--- src/rtl/bsg_dram_ctrl_app_mem.sv ---
// ---------------------------------------------------------------------------
// bsg_dram_ctrl_app_mem
//
// Memory-backed stand-in for a DRAM controller's "app" user interface. It
// accepts burst read/write commands plus write-data beats, stores them in an
// internal beat-addressed array, and returns read bursts through a fixed
// latency pipeline. Used for PHY-less FPGA bring-up and as a reference sink.
//
// Ports
//   clk_i                rising-edge clock
//   reset_n_i            asynchronous active-low reset (memory array retained)
//   app_en_i/app_rdy_o   command handshake; accepted when both are high
//   app_cmd_i            3'b000 write, 3'b001 read, anything else is illegal
//   app_addr_i           byte address of the first beat of the burst
//   app_wdf_wren_i       write-data valid; pushed when app_wdf_rdy_o is high
//   app_wdf_rdy_o        write-data FIFO not full
//   app_wdf_data_i       write beat
//   app_wdf_mask_i       per-byte mask, 1 = byte is NOT written
//   app_wdf_end_i        last beat of a write burst
//   app_rd_data_valid_o  read beat valid (no backpressure)
//   app_rd_data_o        read beat
//   app_rd_data_end_o    last beat of a read burst
//   err_o                sticky protocol error (illegal command or misplaced
//                        write end marker), cleared only by reset
// ---------------------------------------------------------------------------
module bsg_dram_ctrl_app_mem #(
  parameter int addr_width_p = 28,
  parameter int data_width_p = 32,
  parameter int burst_len_p  = 2,
  parameter int mem_els_p    = 64,
  parameter int rd_latency_p = 2,
  parameter int wdf_els_p    = 4
) (
  input  logic                      clk_i,
  input  logic                      reset_n_i,

  input  logic                      app_en_i,
  output logic                      app_rdy_o,
  input  logic [2:0]                app_cmd_i,
  input  logic [addr_width_p-1:0]   app_addr_i,

  input  logic                      app_wdf_wren_i,
  output logic                      app_wdf_rdy_o,
  input  logic [data_width_p-1:0]   app_wdf_data_i,
  input  logic [data_width_p/8-1:0] app_wdf_mask_i,
  input  logic                      app_wdf_end_i,

  output logic                      app_rd_data_valid_o,
  output logic [data_width_p-1:0]   app_rd_data_o,
  output logic                      app_rd_data_end_o,

  output logic                      err_o
);

  localparam int mask_w_lp  = data_width_p / 8;
  localparam int byte_lg_lp = $clog2(mask_w_lp);
  localparam int idx_w_lp   = (mem_els_p > 1)   ? $clog2(mem_els_p)   : 1;
  localparam int cnt_w_lp   = (burst_len_p > 1) ? $clog2(burst_len_p) : 1;
  localparam int ptr_w_lp   = (wdf_els_p > 1)   ? $clog2(wdf_els_p)   : 1;
  localparam int fcnt_w_lp  = $clog2(wdf_els_p + 1);

  localparam logic [cnt_w_lp-1:0]  cnt_last_lp = cnt_w_lp'(burst_len_p - 1);
  localparam logic [fcnt_w_lp-1:0] fcnt_full_lp = fcnt_w_lp'(wdf_els_p);
  localparam logic [ptr_w_lp-1:0]  ptr_last_lp = ptr_w_lp'(wdf_els_p - 1);

  localparam logic [2:0] cmd_write_lp = 3'b000;
  localparam logic [2:0] cmd_read_lp  = 3'b001;

  typedef enum logic [1:0] {
    e_idle,
    e_write,
    e_read
  } state_e;

  // -------------------------------------------------------------------------
  // State and datapath declarations
  // -------------------------------------------------------------------------
  state_e                state_r, state_n;
  logic [idx_w_lp-1:0]   base_r, base_n;
  logic [cnt_w_lp-1:0]   cnt_r, cnt_n;
  logic                  err_r;
  logic                  err_set;
  // Low for the cycles reset is held, so both ready outputs read 0 during
  // reset and come up on the first clock edge after release.
  logic                  alive_r;

  logic [idx_w_lp-1:0]   cur_idx;
  logic                  cnt_is_last;
  logic                  cmd_acc;

  logic                  mem_we;
  logic                  issue_v;
  logic                  issue_end;

  // Write-data FIFO
  logic [data_width_p-1:0] wdf_data_mem [wdf_els_p];
  logic [mask_w_lp-1:0]    wdf_mask_mem [wdf_els_p];
  logic                    wdf_end_mem  [wdf_els_p];
  logic [ptr_w_lp-1:0]     wptr_r, rptr_r;
  logic [fcnt_w_lp-1:0]    fcnt_r, fcnt_n;
  logic                    full_r;
  logic                    wdf_push, wdf_pop, wdf_empty;
  logic [data_width_p-1:0] wdf_head_data;
  logic [mask_w_lp-1:0]    wdf_head_mask;
  logic                    wdf_head_end;

  // Backing store and read pipeline
  logic [data_width_p-1:0] mem_r    [mem_els_p];
  logic                    pipe_v_r [rd_latency_p];
  logic                    pipe_e_r [rd_latency_p];
  logic [data_width_p-1:0] pipe_d_r [rd_latency_p];

  // Address bits below the beat offset and above the memory depth are
  // intentionally ignored.
  logic addr_unused;
  assign addr_unused = ^app_addr_i;

  function automatic logic [ptr_w_lp-1:0] ptr_inc(input logic [ptr_w_lp-1:0] p);
    return (p == ptr_last_lp) ? '0 : p + ptr_w_lp'(1);
  endfunction

  // -------------------------------------------------------------------------
  // Command side
  // -------------------------------------------------------------------------
  assign app_rdy_o   = alive_r & (state_r == e_idle);
  assign cmd_acc     = app_en_i & app_rdy_o;
  // Truncation to idx_w_lp bits gives the wrap to index 0 at the top.
  assign cur_idx     = base_r + idx_w_lp'(cnt_r);
  assign cnt_is_last = (cnt_r == cnt_last_lp);

  // NOTE: every signal driven here gets a default first, so no path through
  // the case statement can leave one unassigned and infer a latch.
  always_comb begin
    state_n   = state_r;
    base_n    = base_r;
    cnt_n     = cnt_r;
    wdf_pop   = 1'b0;
    mem_we    = 1'b0;
    issue_v   = 1'b0;
    issue_end = 1'b0;
    err_set   = 1'b0;

    unique case (state_r)
      e_idle: begin
        if (cmd_acc) begin
          base_n = idx_w_lp'(app_addr_i >> byte_lg_lp);
          cnt_n  = '0;
          case (app_cmd_i)
            cmd_write_lp: state_n = e_write;
            cmd_read_lp:  state_n = e_read;
            default:      err_set = 1'b1;
          endcase
        end
      end

      e_write: begin
        // An empty FIFO simply stalls the burst.
        if (!wdf_empty) begin
          wdf_pop = 1'b1;
          mem_we  = 1'b1;
          cnt_n   = cnt_r + cnt_w_lp'(1);
          if (wdf_head_end != cnt_is_last) err_set = 1'b1;
          if (cnt_is_last) state_n = e_idle;
        end
      end

      e_read: begin
        issue_v   = 1'b1;
        issue_end = cnt_is_last;
        cnt_n     = cnt_r + cnt_w_lp'(1);
        if (cnt_is_last) state_n = e_idle;
      end

      default: state_n = e_idle;
    endcase
  end

  // NOTE: sequential state is updated with non-blocking assignments so every
  // flop samples the pre-edge values, independent of process ordering.
  always_ff @(posedge clk_i or negedge reset_n_i) begin
    if (!reset_n_i) begin
      state_r <= e_idle;
      base_r  <= '0;
      cnt_r   <= '0;
      err_r   <= 1'b0;
      alive_r <= 1'b0;
    end else begin
      state_r <= state_n;
      base_r  <= base_n;
      cnt_r   <= cnt_n;
      err_r   <= err_r | err_set;
      alive_r <= 1'b1;
    end
  end

  assign err_o = err_r;

  // -------------------------------------------------------------------------
  // Write-data FIFO control
  // -------------------------------------------------------------------------
  assign wdf_empty     = (fcnt_r == '0);
  assign app_wdf_rdy_o = alive_r & ~full_r;
  assign wdf_push      = app_wdf_wren_i & app_wdf_rdy_o;
  assign wdf_head_data = wdf_data_mem[rptr_r];
  assign wdf_head_mask = wdf_mask_mem[rptr_r];
  assign wdf_head_end  = wdf_end_mem[rptr_r];

  always_comb begin
    fcnt_n = fcnt_r;
    case ({wdf_push, wdf_pop})
      2'b10:   fcnt_n = fcnt_r + fcnt_w_lp'(1);
      2'b01:   fcnt_n = fcnt_r - fcnt_w_lp'(1);
      default: fcnt_n = fcnt_r;
    endcase
  end

  always_ff @(posedge clk_i or negedge reset_n_i) begin
    if (!reset_n_i) begin
      wptr_r <= '0;
      rptr_r <= '0;
      fcnt_r <= '0;
      full_r <= 1'b0;
    end else begin
      if (wdf_push) wptr_r <= ptr_inc(wptr_r);
      if (wdf_pop)  rptr_r <= ptr_inc(rptr_r);
      fcnt_r <= fcnt_n;
      full_r <= (fcnt_n == fcnt_full_lp);
    end
  end

  // -------------------------------------------------------------------------
  // Storage: FIFO entries and the backing memory
  // -------------------------------------------------------------------------
  // NOTE: storage arrays have no reset; only the pointers/counters that say
  // which entries are live are reset, and the memory must survive reset.
  always_ff @(posedge clk_i) begin
    if (wdf_push) begin
      wdf_data_mem[wptr_r] <= app_wdf_data_i;
      wdf_mask_mem[wptr_r] <= app_wdf_mask_i;
      wdf_end_mem[wptr_r]  <= app_wdf_end_i;
    end
    if (mem_we) begin
      for (int b = 0; b < mask_w_lp; b++) begin
        if (!wdf_head_mask[b]) mem_r[cur_idx][8*b +: 8] <= wdf_head_data[8*b +: 8];
      end
    end
  end

  // -------------------------------------------------------------------------
  // Read latency pipeline; data is captured from memory at issue time.
  // -------------------------------------------------------------------------
  always_ff @(posedge clk_i or negedge reset_n_i) begin
    if (!reset_n_i) begin
      for (int i = 0; i < rd_latency_p; i++) begin
        pipe_v_r[i] <= 1'b0;
        pipe_e_r[i] <= 1'b0;
        pipe_d_r[i] <= '0;
      end
    end else begin
      pipe_v_r[0] <= issue_v;
      pipe_e_r[0] <= issue_end;
      if (issue_v) pipe_d_r[0] <= mem_r[cur_idx];
      for (int i = 1; i < rd_latency_p; i++) begin
        pipe_v_r[i] <= pipe_v_r[i-1];
        pipe_e_r[i] <= pipe_e_r[i-1];
        pipe_d_r[i] <= pipe_d_r[i-1];
      end
    end
  end

  assign app_rd_data_valid_o = pipe_v_r[rd_latency_p-1];
  assign app_rd_data_end_o   = pipe_e_r[rd_latency_p-1];
  assign app_rd_data_o       = pipe_d_r[rd_latency_p-1];

endmodule

--- config.mk ---
export PLATFORM = sky130hd
export DESIGN_NAME = bsg_dram_ctrl_app_mem
export DESIGN_NICKNAME = d
export VERILOG_FILES = /design/src/rtl/bsg_dram_ctrl_app_mem.sv
export SDC_FILE = /design/constraint.sdc
export NUM_CORES = 2
export LEC_CHECK = 0
export ABC_AREA = 1
export CAP_MARGIN = 20
export CORE_MARGIN = 2
export CORE_UTILIZATION = 50
export CTS_CLUSTER_DIAMETER = 60
export DETAILED_ROUTE_END_ITERATION = 12
export MAX_ROUTING_LAYER = met4
export PLACE_DENSITY = 0.71
export SLEW_MARGIN = 20
export SYNTH_ARGS = -nofsm -noshare
export SYNTH_HDL_FRONTEND = slang
export SYNTH_SLANG_ARGS = --single-unit
--- constraint.sdc ---
create_clock -name clk_i -period 6.2 [get_ports clk_i]
set_input_delay 0.93 -clock clk_i [delete_from_list [all_inputs] [get_ports clk_i]]
set_output_delay 0.93 -clock clk_i [all_outputs]
set_load 0.1 [all_outputs]
After elaboration in Yosys (flattened, before gate mapping)
Memories as Yosys holds them, arrays and structs flattened. A register that Yosys moved wholly into a read port is not among the register bits.
Index checks and enable logic that the tools add are counted.
Operators by class
  muxes and demuxes: 34
  $add $sub $neg: 6
  reductions and logical operators: 9
  bitwise logic cells: 6
  eq/ne operators: 12
Operators by type and width (count)
  $mux W1: 24
  $mux W2: 5
  $eq A2 B2 Y1 const B: 4
  $add A6 B1 Y6: 1
  $logic_not A3 Y1: 2
  $pmux W2 S3: 1
  $pmux W3 S2: 1
  $reduce_and A3 Y1: 2
  $add A2 B1 Y2 const B: 2
  $and A1 B1 Y1: 4
  $eq A2 B1 Y1 const B: 2
  $ne A2 B2 Y1 const B: 2
  $pmux W2 S2: 1
  $add A3 B1 Y3 const B: 1
  $eq A3 B1 Y1 const B: 1
  $eq A3 B3 Y1 const B: 1
  $ne A3 B1 Y1 const B: 1
  $pmux W1 S3: 1
  $reduce_bool A3 Y1: 1
  $sub A3 B1 Y3 const B: 1
  $logic_not A2 Y1: 1
  $pmux W1 S2: 1
  $reduce_and A2 Y1: 1
  $reduce_or A2 Y1: 1
  5 further kinds: 5
Storage, ports and cells
  memory bits (writable): 2196
  output and inout port bits: 37
  word-level logic and storage cells: 85
  bits in registers: 55
  memories: 4
Memories
  mem_r: words 64, width 32, rd ports 1, clocked after memory_dff 1, wr ports 1, RTL line 108  | logic [data_width_p-1:0] mem_r [mem_els_p];
  wdf_data_mem: words 4, width 32, rd ports 1, clocked after memory_dff 0, wr ports 1, RTL line 96  | logic [data_width_p-1:0] wdf_data_mem [wdf_els_p];
  wdf_mask_mem: words 4, width 4, rd ports 1, clocked after memory_dff 0, wr ports 1, RTL line 97  | logic [mask_w_lp-1:0] wdf_mask_mem [wdf_els_p];
  wdf_end_mem: words 4, width 1, rd ports 1, clocked after memory_dff 0, wr ports 1, RTL line 98  | logic wdf_end_mem [wdf_els_p];

Logic depth before layout (Yosys ltp)
  word-level depth: 6
  gate-level depth with buffers: 15
  depth with buffers taken out: 14

Worst setup path after synthesis
OpenSTA, ideal clock, no wires.
  path type: register to register
  start: reg alive_r
  end: mem wdf_data_mem[3][0], enable pin
  data required time: 5769 ps
  setup slack: 1946 ps
  arrival time: 3823 ps
  stages on the path, launching flop included: 5
  cells stage by stage: dfrtp_1 -> inv_1 -> nor2_1 -> nand2_1 -> nor2_1
Between the ends
  cells in the longest elaborated chain, start to end: 4
RTL lines
  from (decl): RTL line 85  | logic alive_r;
  from (signal assigned): RTL line 186  | alive_r <= 1'b0;
  from (signal assigned): RTL line 192  | alive_r <= 1'b1;
  $and A1 B1 Y1: RTL line 202  | assign app_wdf_rdy_o = alive_r & ~full_r;
  via app_wdf_rdy_o: RTL line 43  | output logic app_wdf_rdy_o,
  $and A1 B1 Y1: RTL line 203  | assign wdf_push = app_wdf_wren_i & app_wdf_rdy_o;
  $mux W1: RTL line 237  | if (wdf_push) begin
  $mux W1 (not written as such): RTL line 238  | wdf_data_mem[wptr_r] <= app_wdf_data_i;
  to (decl): RTL line 96
The timed path passes the listed nets, and every way through them passes these cells.

Worst setup path in the final report
  start: reg cnt_r, in the netlist cnt_is_last
  end: mem mem_r[9][15], enable pin
Between the ends
  cells in the longest elaborated chain, start to end: 1
RTL lines
  from (decl): RTL line 80  | logic [cnt_w_lp-1:0] cnt_r, cnt_n;
  from (signal assigned): RTL line 190  | cnt_r <= cnt_n;
  $add A6 B1 Y6: RTL line 128  | assign cur_idx = base_r + idx_w_lp'(cnt_r);
  to (decl): RTL line 108
Every way passes these cells.

==> results.yml <==
clocking:
  post_cts_hold_buffers: 1
  clockBufferDepth: 3
  count_of_instances_resized_after_the_clock_tree_is_built: 0
  cts_sinks: 2283
  ctsHtreeMaxLevel: 4
  worst_skew_pair.late_latency_ps: 870
  clock_tree.root_cell: "sky130_fd_sc_hd__clkbuf_16"
  buffers_inserted_during_post_cts_setup_optimization: 0
  tritoncts.num_buffers: 212
  clkSlewWorstSetupHoldPaths_ps: 60
  cts_tree: "built"
setup_path:
  crit_path_max_incr_delay_ps: 930
  crit-reg2reg-capture: "mem_r[9][15]"
  crit_path_top_delay_cell: "sky130_fd_sc_hd__nor2_1"
  critical_path.cell_chain: "ha_4 -> ha_4 -> inv_8 -> nand2_1 -> nor2_2 -> nand2_1 -> nor2_1"
  reg2reg_slack_ps: 1470
  critical_path_capture_point_type: "flop"
  timing.critical_path.from_type: "flop"
  cp_max_fo: 141
  launching_point_of_the_worst_reg2reg_path: "cnt_is_last"
  critical_path_required_ps: 6660
  data_arrival_time_of_the_critical_path_ps: 5190
  reg2reg_depth: 7
  worstSetupPathType: "reg -> reg"
yosys:
  syn_avg_cell_area_um2: 10.7
  synth_warnings: 0
  synth_mux_area_share_pct: 0
  synth-compound-area-share_pct: 1.37
  synth_area_um2: 95000
  synth_nets: 8963
  synth_seq_area_share_pct: 71.7
  fraction_of_the_mapped_netlist_area_in_simple_logic_gates_pct: 23.7
  dominant_combinational_cell_family_by_area_after_synthesis: "simple AND/OR/NAND/NOR gates"
  yosys.area_share.xor_xnor_pct: 0.0356
  postSynthCellCount: 8878
  synthAdderAreaFrac_pct: 0.179
  postSynthRegisterBits: 2283
  synth_cell_types: 34
layout:
  drive_gt1_share_pct: 5.62
  fin_nets: 8832
  post_route_insts_no_fill: 11400
  post-route-util_pct: 55.6
  syn_to_final_growth_pct: 10.3
  nFillCells: 15400
timing:
  slew_viol_final: 0
  tightest_slew_ps: 1160
  unrepaired_setup_endpoints_after_global_routing: "no"
  setup_viol: 0
  period_share_pct: 76.2
  final_critical_path_setup_slack_ps: 1470
  timing.final.crit_period_ps: 4730
  maxSlewHeadroom_pct: 22.2
  clock.fmax_mhz: 212
  tns_ps: 0
  whs_ps: 357
  fin_skew_ps: 31.1
  final_hold_viol_count: 0
hold_path:
  timing.hold.worst.start: "pipe_e_r[1]"
  worst_hold_path.num_cells: 0
  hold-path-endpoint: "app_rd_data_end_o"
  min-delay-path-class: "reg -> reg"
status:
  run_status: "finished clean"
global_route:
  grt-ovfl-total: 0
  grtUsageTotal_pct: 26.4
  grt_max_degree: 183
  grt_pass1_vias: 60200
  grt_pass1_wl_mm: 370
  antenna_violations_before_repair: 11
die:
  rows: 159
  die-area_um2: 193000
  chip_width_um: 440
  design.portCount: 109
  initial_core_util_pct: 50.5
  die_h_um: 440
  coreArea_um2: 188000
place:
  finalWeightedCongestion: 0.861
  post-dp-hpwl_mm: 141
  dp_cells: 11000
  place_worst_setup_slack_ps: 1730
  port_buffers: 86
routing:
  antenna_violating_nets_post_route: 0
  vias_per_cell: 5.52
  detail_route.first_pass.iterations: 6
  drt-total-wl_mm: 249
  routed_wire_length_per_instance_um: 21.8
  drt_iter0_markers: 8171
  vias: 63200
  drc: 0
power:
  p_leak_uw: 0.0405
  max-vdd-ir-drop_mv: 0.622
  power_per_cell_area_nw_per_um2: 560
job:
  number_of_violations_of_the_max_capacitance_limit: 0
per-layer routing:
metal	track usage [%]	share of wire [%]	routed length [um]	vias to the layer above
met3	5.55	10	25800	534
met1	34.5	39	97200	30200
li1	-	-	-	29200
met5	-	0	0	-
met2	39.5	46	114000	3243
met4	12.7	4.7	11700	0
power breakdown:
group	internal, uW	switching (uW)	total, uW
combinational	5670	19600	25300
sequential	20400	279	20700
clock	7090	5620	12700
total	33200	25500	58700
cells in the final DEF (no fill, tap or decap), types with 32 or more instances in the layout:
cell                                 n
sky130_fd_sc_hd__nand2_1          4663
sky130_fd_sc_hd__nand4_1            84
sky130_fd_sc_hd__a21oi_1            81
sky130_fd_sc_hd__o21ai_0           114
sky130_fd_sc_hd__nand3_1           464
sky130_fd_sc_hd__clkbuf_1           48
sky130_fd_sc_hd__dfrtp_1            86
sky130_fd_sc_hd__clkbuf_16         221
sky130_fd_sc_hd__clkinv_1           44
sky130_fd_sc_hd__nor2_1            444
sky130_fd_sc_hd__o22ai_4            32
sky130_fd_sc_hd__inv_1              88
sky130_fd_sc_hd__edfxtp_1         2196
sky130_fd_sc_hd__clkdlybuf4s50_1    85
sky130_fd_sc_hd__buf_4              79
sky130_fd_sc_hd__clkinv_2           42
layout make-up:
type,instances,area [um^2],area share (%)
timing repair buffer,180,1760,1.68
multi-input combinational,5970,24500,23.4
antenna,26,65.1,0.0621
clock inverter,113,942,0.900
inverter,100,400,0.382
clock buffer,274,5780,5.52
sequential,2283,68100,65.0
tap,2495,3120,2.98
registers in the layout, indices dropped and copies added (netlist names):
name / flops
full_r: 1
mem_r: 2048
pipe_e_r: 1
app_rd_data_valid_o: 1
wdf_data_mem: 128
pipe_d_r: 32
base_r: 6
alive_r: 1
rptr_r: 2
wdf_mask_mem: 16
wdf_end_mem: 4
pipe_v_r: 1
err_o: 1
app_rd_data_o: 32
fcnt_r: 3
state_r: 2
app_rd_data_end_o: 1
cnt_is_last: 1
wptr_r: 2
cells in the mapped netlist (all sizes together):
| cell | number | share of area [%] |
|---|---|---|
| fa | 1 | 0.021 |
| buf | 384 | 2.1 |
| clkbuf | 141 | 0.56 |
| o22a | 1 | 0.0092 |
| a21oi | 81 | 0.43 |
| nand2 | 4696 | 19 |
| clkinv | 1 | 0.0039 |
| nor2 | 470 | 2.0 |
| ha | 12 | 0.16 |
| dfrtp | 87 | 2.3 |
| nand3 | 464 | 2.4 |
| nor3 | 1 | 0.0053 |
| o22ai | 32 | 0.21 |
| a21boi | 1 | 0.0079 |
| edfxtp | 2196 | 69 |
| nand4 | 84 | 0.55 |
| xor2 | 1 | 0.017 |
| o211ai | 1 | 0.0079 |
| nor3b | 2 | 0.016 |
| conb | 1 | 0.0039 |
| nand3b | 1 | 0.0079 |
| o31ai | 1 | 0.0079 |
| xnor2 | 2 | 0.018 |
| inv | 99 | 0.39 |
| o311ai | 4 | 0.10 |
| o21ai | 114 | 0.60 |
worst max path at each step:
stage                               endpoint        start  slack (ps)  depth (start not counted)
final                           mem_r[9][15]  cnt_is_last        1470                          7
after global routing            mem_r[9][15]  cnt_is_last        1370                          7
after global placement         mem_r[24][30]  cnt_is_last        1770                          7
after floorplan           wdf_data_mem[3][0]      alive_r        1950                          4
after detailed placement        mem_r[9][11]  cnt_is_last        1730                          7
after CTS                       mem_r[9][15]  cnt_is_last        1700                          7
per-stage QoR:
stage / total power [uW] / instance area, um^2
after global placement: 45200 / 97900
after floorplan: 37700 / 95000
after global routing: 61700 / 105000
final: 58700 / 105000
after detailed placement: 45700 / 97900
after CTS: 58300 / 105000
worst max-delay path: cells and delay by family, from the launching register on:
family / cells / cell delay (ps)
flip-flops: 1 / 450
buffers and inverters: 1 / 820
AND/OR/NAND/NOR: 4 / 2310
adder cells (fa/ha/maj): 2 / 620
cells by family after synthesis:
kind of cell | Yosys count
flops | 2283
simple gates | 5718
compound gates | 235
other cells | 1
fa+ha+maj | 13
buf+inv | 625
xor+xnor | 3
(Power assumes the default switching activity.)
